[src/rtl/occamy_intr_gateway_if.sv]
// Bundle between the core-side register block / interrupt fabric and the gateway.
// The gateway uses the slave modport. Define OCCAMY_INTR_GW_EDGE_EN to add per-source edge_i.
interface occamy_intr_gateway_if #(
    parameter int NumSrc  = 8,
    parameter int IdWidth = $clog2(NumSrc + 1)
);
    // claim_i and complete_i are single-cycle pulses. claim_valid_o pulses the cycle after
    // claim_i. claim_id_o is valid with claim_valid_o and holds until the next claim.
    // Neither pulse can be back-pressured, so there is no ready signal.
    logic [NumSrc-1:0]    intr_i;
    logic [NumSrc-1:0]    enable_i;
`ifdef OCCAMY_INTR_GW_EDGE_EN
    logic [NumSrc-1:0]    edge_i;
`endif
    logic                 irq_o;
    logic                 claim_i;
    logic [IdWidth-1:0]   claim_id_o;
    logic                 claim_valid_o;
    logic                 complete_i;
    logic [IdWidth-1:0]   complete_id_i;
    logic [NumSrc-1:0]    pending_o;
    logic                 err_o;
    logic [2*NumSrc-1:0]  state_dbg_o;

`ifdef OCCAMY_INTR_GW_EDGE_EN
    modport slave (
        input  intr_i, enable_i, edge_i, claim_i, complete_i, complete_id_i,
        output irq_o, claim_id_o, claim_valid_o, pending_o, err_o, state_dbg_o
    );
    modport master (
        output intr_i, enable_i, edge_i, claim_i, complete_i, complete_id_i,
        input  irq_o, claim_id_o, claim_valid_o, pending_o, err_o, state_dbg_o
    );
`else
    modport slave (
        input  intr_i, enable_i, claim_i, complete_i, complete_id_i,
        output irq_o, claim_id_o, claim_valid_o, pending_o, err_o, state_dbg_o
    );
    modport master (
        output intr_i, enable_i, claim_i, complete_i, complete_id_i,
        input  irq_o, claim_id_o, claim_valid_o, pending_o, err_o, state_dbg_o
    );
`endif
endinterface

[src/rtl/occamy_intr_gateway.sv]
// Interrupt gateway: per-source IDLE/PENDING/CLAIMED gating, with fixed-priority claim arbitration.
// Optional rising-edge sources with replay, enabled by the macro OCCAMY_INTR_GW_EDGE_EN.
module occamy_intr_gateway #(
    parameter int NumSrc  = 8,
    parameter int IdWidth = $clog2(NumSrc + 1)
) (
    input  logic                 clk_i,
    input  logic                 rst_i,
    occamy_intr_gateway_if.slave gw_if
);
    typedef enum logic [1:0] {
        SrcIdle    = 2'd0,
        SrcPending = 2'd1,
        SrcClaimed = 2'd2
    } src_state_e;

    src_state_e          state_q [NumSrc];
    src_state_e          state_d [NumSrc];
    logic [NumSrc-1:0]   pending_vec;
    logic [NumSrc-1:0]   arb_vec;
    logic [NumSrc-1:0]   fire_vec;
    logic                win_found;
    logic [IdWidth-1:0]  win_id;
    logic                complete_hit;
    logic                irq_q, irq_d;
    logic                claim_valid_q, claim_valid_d;
    logic [IdWidth-1:0]  claim_id_q, claim_id_d;
    logic                err_q, err_d;
`ifdef OCCAMY_INTR_GW_EDGE_EN
    logic [NumSrc-1:0]   intr_q;
    logic [NumSrc-1:0]   rise_vec;
    logic [NumSrc-1:0]   replay_q, replay_d;
`endif

    always_comb begin
        pending_vec = '0;
        for (int i = 0; i < NumSrc; i++) begin
            pending_vec[i] = (state_q[i] == SrcPending);
        end
    end

    assign arb_vec = pending_vec & gw_if.enable_i;

    // Fixed priority: the lowest index among enabled pending sources wins.
    always_comb begin
        win_found = 1'b0;
        win_id    = '0;
        for (int i = 0; i < NumSrc; i++) begin
            if (arb_vec[i] && !win_found) begin
                win_found = 1'b1;
                win_id    = IdWidth'(i + 1);
            end
        end
    end

`ifdef OCCAMY_INTR_GW_EDGE_EN
    assign rise_vec = gw_if.intr_i & ~intr_q;
    assign fire_vec = (gw_if.edge_i & rise_vec) | (~gw_if.edge_i & gw_if.intr_i);
`else
    assign fire_vec = gw_if.intr_i;
`endif

    always_comb begin
        complete_hit  = 1'b0;
        err_d         = err_q;
        irq_d         = |arb_vec;
        claim_valid_d = gw_if.claim_i;
        claim_id_d    = gw_if.claim_i ? win_id : claim_id_q;
`ifdef OCCAMY_INTR_GW_EDGE_EN
        replay_d      = replay_q;
`endif
        for (int i = 0; i < NumSrc; i++) begin
            state_d[i] = state_q[i];
            case (state_q[i])
                SrcIdle: begin
                    if (fire_vec[i]) state_d[i] = SrcPending;
                end
                SrcPending: begin
                    if (gw_if.claim_i && win_found && (win_id == IdWidth'(i + 1))) begin
                        state_d[i] = SrcClaimed;
                    end
                end
                SrcClaimed: begin
`ifdef OCCAMY_INTR_GW_EDGE_EN
                    if (gw_if.edge_i[i] && rise_vec[i]) replay_d[i] = 1'b1;
`endif
                    if (gw_if.complete_i && (gw_if.complete_id_i == IdWidth'(i + 1))) begin
                        complete_hit = 1'b1;
`ifdef OCCAMY_INTR_GW_EDGE_EN
                        // An edge caught during service replays straight back to PENDING.
                        state_d[i]  = (gw_if.edge_i[i] && (replay_q[i] || rise_vec[i]))
                                      ? SrcPending : SrcIdle;
                        replay_d[i] = 1'b0;
`else
                        state_d[i]  = SrcIdle;
`endif
                    end
                end
                default: state_d[i] = SrcIdle;
            endcase
        end
        // Invalid IDs never match any source, so they fall out here as well.
        if (gw_if.complete_i && !complete_hit) err_d = 1'b1;
    end

    always_ff @(posedge clk_i or posedge rst_i) begin
        if (rst_i) begin
            for (int i = 0; i < NumSrc; i++) begin
                state_q[i] <= SrcIdle;
            end
            irq_q         <= 1'b0;
            claim_valid_q <= 1'b0;
            claim_id_q    <= '0;
            err_q         <= 1'b0;
`ifdef OCCAMY_INTR_GW_EDGE_EN
            intr_q        <= '0;
            replay_q      <= '0;
`endif
        end else begin
            for (int i = 0; i < NumSrc; i++) begin
                state_q[i] <= state_d[i];
            end
            irq_q         <= irq_d;
            claim_valid_q <= claim_valid_d;
            claim_id_q    <= claim_id_d;
            err_q         <= err_d;
`ifdef OCCAMY_INTR_GW_EDGE_EN
            intr_q        <= gw_if.intr_i;
            replay_q      <= replay_d;
`endif
        end
    end

    always_comb begin
        gw_if.state_dbg_o = '0;
        for (int i = 0; i < NumSrc; i++) begin
            gw_if.state_dbg_o[2*i +: 2] = state_q[i];
        end
    end

    assign gw_if.irq_o         = irq_q;
    assign gw_if.claim_valid_o = claim_valid_q;
    assign gw_if.claim_id_o    = claim_id_q;
    assign gw_if.pending_o     = pending_vec;
    assign gw_if.err_o         = err_q;
endmodule

[src/flat_wrapper.sv]
// flat-port wrapper written by rule: the top's interface ports become plain ports
module occamy_intr_gateway_flat 
#(
    parameter int NumSrc  = 8,
    parameter int IdWidth = $clog2(NumSrc + 1)
)
  (clk_i, rst_i, gw_if_intr_i, gw_if_enable_i, gw_if_claim_i, gw_if_complete_i, gw_if_complete_id_i, gw_if_irq_o, gw_if_claim_id_o, gw_if_claim_valid_o, gw_if_pending_o, gw_if_err_o, gw_if_state_dbg_o);
  occamy_intr_gateway_if #(.NumSrc(NumSrc), .IdWidth(IdWidth)) gw_if_i ();
  input  logic clk_i;
  input  logic rst_i;
  input wire logic [$bits(gw_if_i.intr_i)-1:0] gw_if_intr_i;
  input wire logic [$bits(gw_if_i.enable_i)-1:0] gw_if_enable_i;
  input wire logic [$bits(gw_if_i.claim_i)-1:0] gw_if_claim_i;
  input wire logic [$bits(gw_if_i.complete_i)-1:0] gw_if_complete_i;
  input wire logic [$bits(gw_if_i.complete_id_i)-1:0] gw_if_complete_id_i;
  output wire logic [$bits(gw_if_i.irq_o)-1:0] gw_if_irq_o;
  output wire logic [$bits(gw_if_i.claim_id_o)-1:0] gw_if_claim_id_o;
  output wire logic [$bits(gw_if_i.claim_valid_o)-1:0] gw_if_claim_valid_o;
  output wire logic [$bits(gw_if_i.pending_o)-1:0] gw_if_pending_o;
  output wire logic [$bits(gw_if_i.err_o)-1:0] gw_if_err_o;
  output wire logic [$bits(gw_if_i.state_dbg_o)-1:0] gw_if_state_dbg_o;
  assign gw_if_i.intr_i = gw_if_intr_i;
  assign gw_if_i.enable_i = gw_if_enable_i;
  assign gw_if_i.claim_i = gw_if_claim_i;
  assign gw_if_i.complete_i = gw_if_complete_i;
  assign gw_if_i.complete_id_i = gw_if_complete_id_i;
  assign gw_if_irq_o = gw_if_i.irq_o;
  assign gw_if_claim_id_o = gw_if_i.claim_id_o;
  assign gw_if_claim_valid_o = gw_if_i.claim_valid_o;
  assign gw_if_pending_o = gw_if_i.pending_o;
  assign gw_if_err_o = gw_if_i.err_o;
  assign gw_if_state_dbg_o = gw_if_i.state_dbg_o;
  occamy_intr_gateway #(.NumSrc(NumSrc), .IdWidth(IdWidth)) u_core (.clk_i(clk_i), .rst_i(rst_i), .gw_if(gw_if_i));
endmodule
[config.mk]
export PLATFORM = sky130hd
export DESIGN_NAME = occamy_intr_gateway_flat
export DESIGN_NICKNAME = d
export VERILOG_FILES = /design/src/rtl/occamy_intr_gateway_if.sv /design/src/rtl/occamy_intr_gateway.sv /design/src/flat_wrapper.sv
export SDC_FILE = /design/constraint.sdc
export NUM_CORES = 1
export LEC_CHECK = 0
export ABC_CLOCK_PERIOD_IN_PS = 1800
export CORE_MARGIN = 1.5
export CORE_UTILIZATION = 43
export CTS_BUF_LIST = sky130_fd_sc_hd__clkbuf_4 sky130_fd_sc_hd__clkbuf_8 sky130_fd_sc_hd__clkbuf_16
export CTS_CLUSTER_SIZE = 30
export DETAILED_ROUTE_END_ITERATION = 6
export MAX_ROUTING_LAYER = met4
export PLACE_DENSITY_LB_ADDON = 0.1
export RECOVER_POWER = 50
export SYNTH_ARGS = -nofsm -noshare
export SYNTH_HDL_FRONTEND = slang
export SYNTH_SLANG_ARGS = --single-unit
[constraint.sdc]
create_clock -name clk_i -period 1.8 [get_ports clk_i]
set_input_delay 0.18 -clock clk_i [delete_from_list [all_inputs] [get_ports clk_i]]
set_output_delay 0.18 -clock clk_i [all_outputs]
set_load 0.02 [all_outputs]
==> run metrics <==
Synth-to-Final Area Change=44.9%; P per Cell Area=1410 nW/um^2; CP peak stage delay=0.60 ns; number of synthesized flops with an enable pin=0; Slew headroom=17.8%; syn avg cell area=10.3 um^2; Yosys reg bits=23; die span in y=59.3 um; R2R depth=6; Final Hold Fails=0; CTS Buf Count=3; CP Cell Sequence=and2b_1, clkdlybuf4s50_1; Crit path max-delay family=buffers and inverters; main area contributors after synthesis=dfrtp_1 42%, nor2_1 4.1%, nor2b_1 3.2%; Buffers on Ports=54; Non-Filler Instances=235; crit path DAT=1.55 ns; largest area contributor in the netlist=dfrtp_1; vias in the first global route=1,233; clock tree sinks=23; first-pass GRT wire length=5660 um; WL/cell=14.4 um; htree depth=1; antenna fix cells=0; Post-DP HPWL=2610 um; via density per instance=5.28; Critical Path Slowest Stage Cell=clkdlybuf4s50_1; setup tns final=0 ns; end of the worst register-to-register path=u_core.gw_if.state_dbg_o[11]; Via Count=1,240; DRC Markers=0; WHS=0.402 ns; Hold Path Depth=3; core area=3030 um^2; clock transition at the registers of the reported paths=0.15 ns; LEAKAGE=0.783 nW; most common cell in the netlist=dfrtp_1; Overflow after GRT=0; FF-to-FF Start=u_core.gw_if.state_dbg_o[2]; Final Core Density=65.2%; CP Launch Point=u_core.gw_if.state_dbg_o[9]; RSZ-0062 raised after global routing=no; FP Rows=20; endpoint type of the worst setup path=primary output; Setup-failing EPs final=0; largest net degree at the start of global routing=24; Clock Latency Late Sink=0.32 ns; crit-path max FO=5; VDD IR max=0.869 mV; nets@finish=216; total track usage=21.9%; RD Place Congestion=0.959; final WL=3390 um; ys async rst share=100%; DRT iter0 DRCs=33; Post-Place Setup Slack=0.0471 ns; CP bufs+invs=1; minimum clock period after layout=1.73 ns; post-synthesis sequential area ratio=42.3%; clock tree from TritonCTS=built; crit start category=register; Die Span X=59.3 um; worst path required time=1.62 ns; Synth top cells by count=23 x dfrtp_1, 15 x nor2_1, 7 x nor2b_1; Synth Flop Type=dfrtp_1; worst hold path class=input port to register; Setup CP Type=register to primary output; drt pass-1 iters=4; Mapped Cells=132; min-delay src=gw_if_intr_i[2]; Netlist Area Pre-Place=1360 um^2; Max Fclk=580 MHz; hold buffers post-CTS=0; Clock Skews=0.0124 ns; Tightest Pin Transition=1.23 ns; Placed Cells=229; Root Buffer=clkbuf_4; io pins=55; max-slew violation count=0; Post-Syn Nets=156; Initial Util=45.0%; die area=3510 um^2; Cell variety after synth=46; fin crit share=95.8%; top-area cell type share of the netlist area=42.3%; initial antenna violation count=0; share of layout cells above drive strength 1=14.7%; status=completed; DRT antenna net count=0; clock tree buffer depth=2; hold endpoint=u_core.gw_if.state_dbg_o[4]; total of max-cap violations=0; PnR worst setup slack=0.0749 ns; Reg2Reg Setup Slack=0.12 ns; Yosys warnings=0
==> registers in the layout (all words and copies together) (netlist names) <==
register                    cells
u_core.gw_if.state_dbg_o       16
u_core.gw_if.claim_id_o         4
u_core.gw_if.claim_valid_o      1
u_core.gw_if.err_o              1
u_core.gw_if.irq_o              1
==> layout make-up <==
| type | count | area (um^2) |
|---|---|---|
| fill | 260 | 1050 |
| multi-input combinational | 98 | 731 |
| sequential | 23 | 579 |
| timing repair buffer | 61 | 562 |
| tap | 44 | 55.1 |
| clock buffer | 3 | 22.5 |
| inverter | 5 | 18.8 |
| clock inverter | 1 | 5.00 |
==> stage by stage <==
stage | cell area [um^2] | power, mW
2_1_floorplan | 1360 | 1.88
3_3_place_gp | 1960 | 2.55
3_5_place_dp | 1960 | 2.58
4_1_cts | 1990 | 2.83
5_1_grt | 1970 | 2.96
6_report | 1970 | 2.78
==> power breakdown <==
part           internal (mW)  switching [mW]  leakage, nW  total (mW)
Combinational          0.817           0.833        0.498        1.65
Clock                 0.0831           0.170       0.0177       0.253
Sequential             0.680           0.201        0.267       0.881
Total                   1.58            1.20        0.783        2.78
==> cells by family (layout without fill, tap and decap cells) <==
family	after synthesis	after routing	synth area share [%]
AOI/OAI and AO/OA	31	31	19.6
buffers and inverters	11	70	4.04
DFF	23	23	42.3
muxes	2	2	2.48
and+or+nand+nor	65	65	31.6
==> metal layers <==
metal / share of wire, % / global-route usage [%] / routed length (um) / up-vias
met1: 46 / 27.1 / 1540 / 605
met2: 50 / 37.0 / 1680 / 33
met4: 0.44 / 2.92 / 15 / 0
met3: 4.2 / 5.46 / 143 / 2
li1: - / - / - / 600
met5: 0 / - / 0 / -
==> worst reg2reg max path, delay by kind of cell, from the launching register on <==
| family | cells | cell delay [ns] |
|---|---|---|
| buffers and inverters | 2 | 0.33 |
| flip-flops | 1 | 0.44 |
| AND/OR/NAND/NOR | 1 | 0.10 |
| AO/OA/AOI/OAI | 3 | 0.68 |
==> worst max-delay path by stage <==
| stage | slack, ns | end | cells after the start |
|---|---|---|---|
| after floorplan | 0.29 | u_core.gw_if.claim_id_o[2] | 3 |
| after global placement | 0.11 | u_core.gw_if.state_dbg_o[11] | 5 |
| after detailed placement | 0.05 | u_core.gw_if.err_o | 4 |
| after CTS | 0.03 | gw_if_pending_o[6] | 2 |
| after global routing | 0.002 | gw_if_pending_o[7] | 2 |
| final | 0.07 | gw_if_pending_o[4] | 2 |
==> cell usage in the layout (no fill, tap or decap), types with 2 or more instances in the layout <==
master,netlist,final
nand3b_1,5,5
inv_1,5,5
nand3b_4,2,2
clkbuf_4,0,3
o21ai_0,6,6
o21ai_1,2,2
a31o_2,2,2
clkdlybuf4s50_1,0,46
dfrtp_2,0,3
dlygate4sd3_1,0,4
nor2_1,15,15
nand2_1,6,6
nand2b_1,6,6
nor2b_1,7,7
nor3b_1,2,2
clkbuf_1,1,6
o22ai_1,2,2
or3b_1,2,2
nor3_1,6,6
a21oi_1,3,3
and3b_1,4,4
dfrtp_1,23,20
a211oi_1,2,2
buf_4,3,4
and2b_1,2,2
==> what timing repair did <==
item,4_1_cts,5_1_grt
resized for setup,2,5
buffers inserted,0,2
setup endpoints to repair,1,5
hold endpoints to repair,0,0
(Power assumes the default switching activity.)
